File: src/rtl/modexp_ctrl.sv
// Modular exponentiation controller: MSB-first square-and-multiply over an 8-bit
// exponent, with every reduction delegated to an external 16-bit divider.
module modexp_ctrl #(
  parameter int TIMEOUT = 64
) (
  input  logic        clk,
  input  logic        rst,
  input  logic        start,
  input  logic [7:0]  base,
  input  logic [7:0]  exponent,
  input  logic [7:0]  modulus,
  output logic [7:0]  result,
  output logic        done,
  output logic        busy,
  output logic        err,
  output logic [15:0] div_dividend,
  output logic [15:0] div_divisor,
  output logic        div_start,
  input  logic        div_ready,
  input  logic [15:0] div_remainder,
  output logic [3:0]  state_dbg
);

  // Divider handshake: div_start is a level request. The divider acknowledges by
  // dropping div_ready, and raising div_ready again marks div_remainder valid.
  // div_dividend/div_divisor are stable for as long as div_start is high, and
  // div_start returns low for at least one clock between requests.

  localparam int TW = (TIMEOUT > 1) ? $clog2(TIMEOUT + 1) : 1;
  localparam logic [TW-1:0] TLAST = TW'(TIMEOUT - 1);

  typedef enum logic [3:0] {
    S_IDLE, S_CHECK, S_MUL, S_DIV_REQ, S_WAIT_LO,
    S_WAIT_HI, S_DIV_REL, S_NEXT, S_FIN
  } state_t;

  typedef enum logic [1:0] {T_BASE, T_SQ, T_MUL} target_t;

  state_t        state;
  target_t       target;
  logic [7:0]    g;
  logic [7:0]    x;
  logic [7:0]    p;
  logic [7:0]    g_red;
  logic [7:0]    acc;
  logic [2:0]    bit_idx;
  logic [TW-1:0] tcnt;

  assign state_dbg = state;

  always_ff @(posedge clk or negedge rst) begin
    if (!rst) begin
      state        <= S_IDLE;
      target       <= T_BASE;
      g            <= 8'd0;
      x            <= 8'd0;
      p            <= 8'd0;
      g_red        <= 8'd0;
      acc          <= 8'd0;
      bit_idx      <= 3'd0;
      tcnt         <= '0;
      result       <= 8'd0;
      done         <= 1'b0;
      busy         <= 1'b0;
      err          <= 1'b0;
      div_dividend <= 16'd0;
      div_divisor  <= 16'd0;
      div_start    <= 1'b0;
    end else begin
      case (state)
        S_IDLE: begin
          if (start) begin
            g       <= base;
            x       <= exponent;
            p       <= modulus;
            acc     <= 8'd1;
            bit_idx <= 3'd7;
            result  <= 8'd0;
            busy    <= 1'b1;
            state   <= S_CHECK;
          end
        end

        S_CHECK: begin
          if (p == 8'd0) begin
            result <= 8'd0;
            err    <= 1'b1;
            done   <= 1'b1;
            state  <= S_FIN;
          end else if (p == 8'd1) begin
            result <= 8'd0;
            err    <= 1'b0;
            done   <= 1'b1;
            state  <= S_FIN;
          end else begin
            // Base may exceed the modulus, so it is reduced once up front.
            div_dividend <= {8'd0, g};
            div_divisor  <= {8'd0, p};
            target       <= T_BASE;
            state        <= S_DIV_REQ;
          end
        end

        S_MUL: begin
          if (target == T_SQ) begin
            div_dividend <= {8'd0, acc} * {8'd0, acc};
          end else begin
            div_dividend <= {8'd0, acc} * {8'd0, g_red};
          end
          state <= S_DIV_REQ;
        end

        S_DIV_REQ: begin
          div_start <= 1'b1;
          tcnt      <= '0;
          state     <= S_WAIT_LO;
        end

        S_WAIT_LO: begin
          if (!div_ready) begin
            tcnt  <= '0;
            state <= S_WAIT_HI;
          end else if (tcnt == TLAST) begin
            div_start <= 1'b0;
            result    <= 8'd0;
            err       <= 1'b1;
            done      <= 1'b1;
            state     <= S_FIN;
          end else begin
            tcnt <= tcnt + 1'b1;
          end
        end

        S_WAIT_HI: begin
          if (div_ready) begin
            div_start <= 1'b0;
            // A remainder can never reach 256 for an 8-bit modulus; treat one as a divider fault.
            if (|div_remainder[15:8]) begin
              result <= 8'd0;
              err    <= 1'b1;
              done   <= 1'b1;
              state  <= S_FIN;
            end else begin
              if (target == T_BASE) begin
                g_red <= div_remainder[7:0];
              end else begin
                acc <= div_remainder[7:0];
              end
              state <= S_DIV_REL;
            end
          end else if (tcnt == TLAST) begin
            div_start <= 1'b0;
            result    <= 8'd0;
            err       <= 1'b1;
            done      <= 1'b1;
            state     <= S_FIN;
          end else begin
            tcnt <= tcnt + 1'b1;
          end
        end

        S_DIV_REL: begin
          state <= S_NEXT;
        end

        S_NEXT: begin
          if (target == T_BASE) begin
            target <= T_SQ;
            state  <= S_MUL;
          end else if (target == T_SQ && x[bit_idx]) begin
            target <= T_MUL;
            state  <= S_MUL;
          end else if (bit_idx == 3'd0) begin
            result <= acc;
            err    <= 1'b0;
            done   <= 1'b1;
            state  <= S_FIN;
          end else begin
            bit_idx <= bit_idx - 3'd1;
            target  <= T_SQ;
            state   <= S_MUL;
          end
        end

        S_FIN: begin
          done  <= 1'b0;
          err   <= 1'b0;
          busy  <= 1'b0;
          state <= S_IDLE;
        end

        default: begin
          state <= S_IDLE;
        end
      endcase
    end
  end

endmodule

File: config.mk
export PLATFORM = sky130hd
export DESIGN_NAME = modexp_ctrl
export DESIGN_NICKNAME = d
export VERILOG_FILES = /design/src/rtl/modexp_ctrl.sv
export SDC_FILE = /design/constraint.sdc
export NUM_CORES = 1
export LEC_CHECK = 0
export CORE_AREA = 8 8 136 138
export DETAILED_ROUTE_END_ITERATION = 12
export DIE_AREA = 0 0 144 146
export PLACE_DENSITY = 0.72
export SLEW_MARGIN = 20
export SYNTH_ARGS = -nofsm -noshare
export SYNTH_HDL_FRONTEND = slang
export SYNTH_SLANG_ARGS = --single-unit
export TNS_END_PERCENT = 100
File: constraint.sdc
create_clock -name clk -period 5.47 [get_ports clk]
set_input_delay 1.3675 -clock clk [delete_from_list [all_inputs] [get_ports clk]]
set_output_delay 1.3675 -clock clk [all_outputs]
set_load 0.02 [all_outputs]
Yosys cells after proc, flatten, opt, wreduce, memory -nomap -nowiden --
Cells that the tools add are included.
Operators by class: add/sub/neg operators 2, $mul 2, div/mod/pow operators 0, order comparisons 1, equality and inequality tests 26, shift-type cells 0, mux-type cells 73, bitwise operators 3, reduce and logical (&&, ||, !) cells 26
Operators with widths (number):
- 2-to-1 mux 8 bit | 14
- 2-to-1 mux 16 bit | 3
- 2-to-1 mux 4 bit | 10
- one-hot mux 8 bit (5 select lines) | 1
- multiplier 8 x 8 -> 16 bit | 2
- one-hot mux 16 bit (2 select lines) | 1
- one-hot mux 4 bit (8 select lines) | 1
- != test 2 bit, second input constant | 12
- 2-to-1 mux 1 bit | 22
- 2-to-1 mux 7 bit | 3
- one-hot mux 7 bit (3 select lines) | 1
- equality test 4 x 3 -> 1 bit, second input constant | 4
- one-hot mux 8 bit (2 select lines) | 1
- 2-to-1 mux 3 bit | 4
- 2-to-1 mux 2 bit | 5
- one-hot mux 1 bit (5 select lines) | 2
- AND reduction 5 bit | 2
- nonzero test 2 bit | 5
- nonzero test 5 bit | 2
- equality test 4 x 2 -> 1 bit, second input constant | 2
- equality test 8 x 1 -> 1 bit, second input constant | 1
- logical NOT 8 bit | 1
- AND reduction 2 bit | 4
- AND reduction 4 bit | 2
- other kinds (24) | 28
Word-level totals: register bits 92, latch bits 0, memory bits (writable) 0, memory bits (read-only) 0, input port bits 44, word-level logic and storage cells 149, memories kept 0

Logic depth before layout (Yosys ltp) --
word-level depth 6, depth in mapped cells 18, gate-level depth less buffers 16

Worst setup path after synthesis --
OpenSTA, ideal clock, no wires.
kind reg2reg, start reg acc[0], end reg div_dividend[15], data arrival time 4462 ps, path slack 870 ps, stages on the path, launching flop included 18, path buffers 2, period minus slack after synthesis 4600 ps, cells stage by stage dfrtp_1 > clkbuf_1 > clkbuf_1 > nand2_1 > fa_1 > fa_1 > inv_1 > fa_1 > inv_1 > fa_1 > inv_1 > ha_1 > o21ai_0 > a21oi_1 > o41ai_1 > a41oi_1 > xnor2_1 > o221ai_1
Between the ends: cells in the longest elaborated chain, start to end 3, elaborated cells between the ends (all ways) 4, those cells by class mul (2); mux (2)
Ends and longest elaborated chain:
- from (decl) | line 45 | logic [7:0] acc;
- from (signal assigned) | line 147 | acc <= div_remainder[7:0];
- multiplier 8 x 8 -> 16 bit (on tied branches) | line 108, 106
- 2-to-1 mux 16 bit (*) | line 105 | if (target == T_SQ) begin
- one-hot mux 16 bit (2 select lines) (*) | line 70 | case (state)
- to (signal assigned) | line 97 | div_dividend <= {8'd0, g};
- to (signal assigned) | line 106 | div_dividend <= {8'd0, acc} * {8'd0, acc};
- to (signal assigned) | line 108 | div_dividend <= {8'd0, acc} * {8'd0, g_red};
- to (decl) | line 16 | output logic [15:0] div_dividend,
Mark *: on every way between the ends. The rest lies on a longest branch, timed or not. A chain may end at the register's enable or synchronous reset.

Worst setup path after layout --
start reg acc[4], end reg div_dividend[15]
Same word-level chain as after synthesis.

==> results.json <==
{
  "vdd_drop_max_v": 0.000343,
  "dieWidth_um": 144,
  "antenna_found_initial": 0,
  "startpoint": "acc[4]",
  "ys_ff_latch": 92,
  "core_region_area_um2": 16300,
  "cp.required_ns": 5.68,
  "reg2reg_from": "acc[4]",
  "utilization": 0.574,
  "rows": 47,
  "tightest_slew_ns": 0.942,
  "max_slew_margin": 0.372,
  "grt_pass1_wl_um": 33400,
  "gp_congestion": 0.844,
  "antenna_cells": 0,
  "reg2reg_to": "div_dividend[15]",
  "synth-edff-count": 0,
  "port_buffers": 83,
  "grt_use_met3": 0.0348,
  "die_h_um": 146,
  "cp-endpoint": "div_dividend[15]",
  "rsz0062_at_grt": "false",
  "post_synth_instance_area_um2": 8060,
  "grtUsageMet2": 0.334,
  "finalCritPeriodShare": 0.904,
  "drt_iter0_drc": 402,
  "async_flop_share": 1.00,
  "ys_seq_area_frac": 0.286,
  "grt_pass1_vias": 6626,
  "vias": 6386,
  "yosys_warnings": 0,
  "p_per_area_nw_per_um2": 357,
  "critPathCaptureType": "flop",
  "startpoint_type": "flop",
  "worstSetupPathType": "reg -> reg",
  "io_pins": 92,
  "path_clk_slew_ns": 0.07,
  "cts_tree": "done",
  "firstDrtPassIters": 4,
  "syn_area_per_cell_um2": 8.97,
  "fin_skew_ns": 0.0125,
  "finalMaxSlewViolations": 0,
  "setup_viol": 0,
  "postCtsResizedCells": 0,
  "synth_ff_type": "dfrtp_1",
  "root_buffer": "clkbuf_16",
  "cts_buffers": 9,
  "worstRegToRegCells": 14,
  "fillers": 1469,
  "grt_max_degree": 62,
  "cap_violations": 0,
  "clk_path_buf_depth": 2,
  "vias_per_cell": 5.37,
  "grt_use_met1": 0.259,
  "post-dp-hpwl_um": 15200,
  "finish.net_count": 1139,
  "area_growth_pct": 16.0,
  "hold_viol": 0,
  "initial_core_util": 0.495,
  "busiest_layer": "met2",
  "cts_hold_buf": 0,
  "yosysUniqueCellTypes": 62,
  "wl_per_cell_um": 16.7,
  "multi_input_area_um2": 5190,
  "drc": 0,
  "post-cts-setup-buffers": 0,
  "hp-start": "div_divisor[4]",
  "track_usage": 0.199,
  "finalSetupTns_ns": 0,
  "drive_gt1_frac": 0.0464,
  "grt-ovfl-total": 0,
  "dieArea_um2": 21000,
  "status": "complete, no violations",
  "wl_um": 19900,
  "hp-class": "reg -> reg",
  "fmax_mhz": 202,
  "regArea_um2": 2300,
  "power.leakage_nw": 4.79,
  "worst-endpoint-arrival_ns": 5.16,
  "cts_max_level": 3,
  "insertion_delay_ns": 0.35,
  "cts.sinks": 92,
  "syn_inst": 899,
  "critPathMaxFanout": 19,
  "r2r_setup_slack_ns": 0.53,
  "finalCriticalPeriod_ns": 4.94,
  "postRouteAntennaNets": 0
}
[registers in the layout, indices dropped and copies added, names as in the netlist]
name	cells
g_red	8
done	1
err	1
p	8
tcnt	7
acc	8
target	2
x	8
div_dividend	16
bit_idx	3
result	8
div_divisor	8
g	8
busy	1
div_start	1
state_dbg	4
[report_power, final]
part           total, mW  internal (mW)  leakage, nW  switching (mW)
clock network      0.665          0.367        0.156           0.298
logic               1.52          0.611         3.44           0.908
registers           1.16          0.877         1.19           0.279
total               3.34           1.86         4.79            1.48
[placed cells by master (no fill, tap or decap), types with 4 or more instances in the layout]
master,instances
a211oi_1,8
a21o_1,9
a21oi_1,28
a22o_1,9
a22oi_1,5
a31oi_1,11
and2_1,71
and3_1,10
buf_4,8
clkbuf_16,9
clkdlybuf4s50_1,82
conb_1,8
dfrtp_1,92
fa_1,61
ha_1,69
inv_1,102
mux2_2,8
mux2i_1,9
nand2_1,156
nand2b_1,13
nand3_1,18
nand4_1,10
nor2_1,41
nor2b_1,5
nor3_1,13
nor3b_1,4
o211ai_1,5
o21ai_0,28
o31ai_1,4
xnor2_1,13
xor2_1,12
[cells by family after synthesis]
logic type / Yosys count / synth area share
AO/OA/AOI/OAI: 128 / 0.106
XOR/XNOR: 25 / 0.0272
adder cells (fa/ha/maj): 132 / 0.261
buffers and inverters: 144 / 0.0747
flip-flops: 92 / 0.286
multiplexers: 19 / 0.0279
other: 1 / 0.000465
AND/OR/NAND/NOR: 358 / 0.217
[cell type report]
cell class / count / area share
clock buffer: 9 / 0.0241
clock inverter: 7 / 0.00990
inverter: 102 / 0.0410
multi-input combinational: 670 / 0.555
sequential: 92 / 0.246
tap: 220 / 0.0294
timing repair buffer: 90 / 0.0942
[worst max-delay path, cell delays in order (launching register included)]
cell and delay [ns]:
dfrtp_1 0.74, and2_1 0.24, fa_1 0.44, fa_1 0.52, fa_1 0.56, inv_1 0.06
fa_1 0.52, inv_1 0.04, ha_1 0.35, a21o_1 0.21, o41ai_1 0.37, buf_4 0.20
a41oi_1 0.15, xnor2_1 0.26, o221ai_1 0.14
[cells in the mapped netlist, drive strengths merged (5+ instances only)]
| library cell | n | area [µm²] |
|---|---|---|
| a22o | 9 | 78.8 |
| clkbuf | 26 | 97.6 |
| inv | 102 | 383 |
| nand4 | 10 | 62.6 |
| and2 | 71 | 444 |
| nand2 | 157 | 592 |
| nor2b | 5 | 31.3 |
| nor2 | 43 | 166 |
| nand2b | 14 | 95.1 |
| mux2 | 8 | 90.1 |
| nand3 | 18 | 90.1 |
| ha | 69 | 863 |
| dfrtp | 92 | 2300 |
| a21o | 10 | 82.6 |
| mux2i | 9 | 90.1 |
| o211ai | 5 | 37.5 |
| a22oi | 5 | 37.5 |
| and3 | 11 | 73.8 |
| fa | 61 | 1220 |
| a211oi | 8 | 60.1 |
| buf | 16 | 121 |
| nor3 | 13 | 65.1 |
| xnor2 | 13 | 114 |
| a31oi | 11 | 68.8 |
| o21ai | 28 | 140 |
| a21oi | 29 | 149 |
| xor2 | 12 | 105 |
[per-layer routing]
metal | up-vias | wire length, µm
li1 | 3086 | -
met1 | 3113 | 8600
met2 | 165 | 9920
met3 | 22 | 1130
met4 | 0 | 246
met5 | - | 0
[per-stage QoR]
step | total power [mW] | instance area (µm²) | hold slack (ns) | instances | setup slack, ns
after floorplan | 2.16 | 8090 | 0.440 | 906 | 0.870
after CTS | 3.36 | 9350 | 0.481 | 1190 | 0.547
after global placement | 2.64 | 9030 | 0.455 | 1174 | 0.683
final | 3.34 | 9350 | 0.475 | 1190 | 0.525
after global routing | 3.60 | 9350 | 0.495 | 1190 | 0.278
after detailed placement | 2.67 | 9030 | 0.462 | 1174 | 0.575
[worst min-delay path by stage]
stage,cells past startpoint,slack (ns),to
2_1_floorplan,2,0.44,x[2]
3_3_place_gp,2,0.46,x[5]
3_5_place_dp,2,0.46,div_divisor[3]
4_1_cts,2,0.48,x[5]
5_1_grt,2,0.49,div_divisor[7]
6_report,2,0.48,div_divisor[4]
No activity file was read; power rests on OpenSTA's default activity.
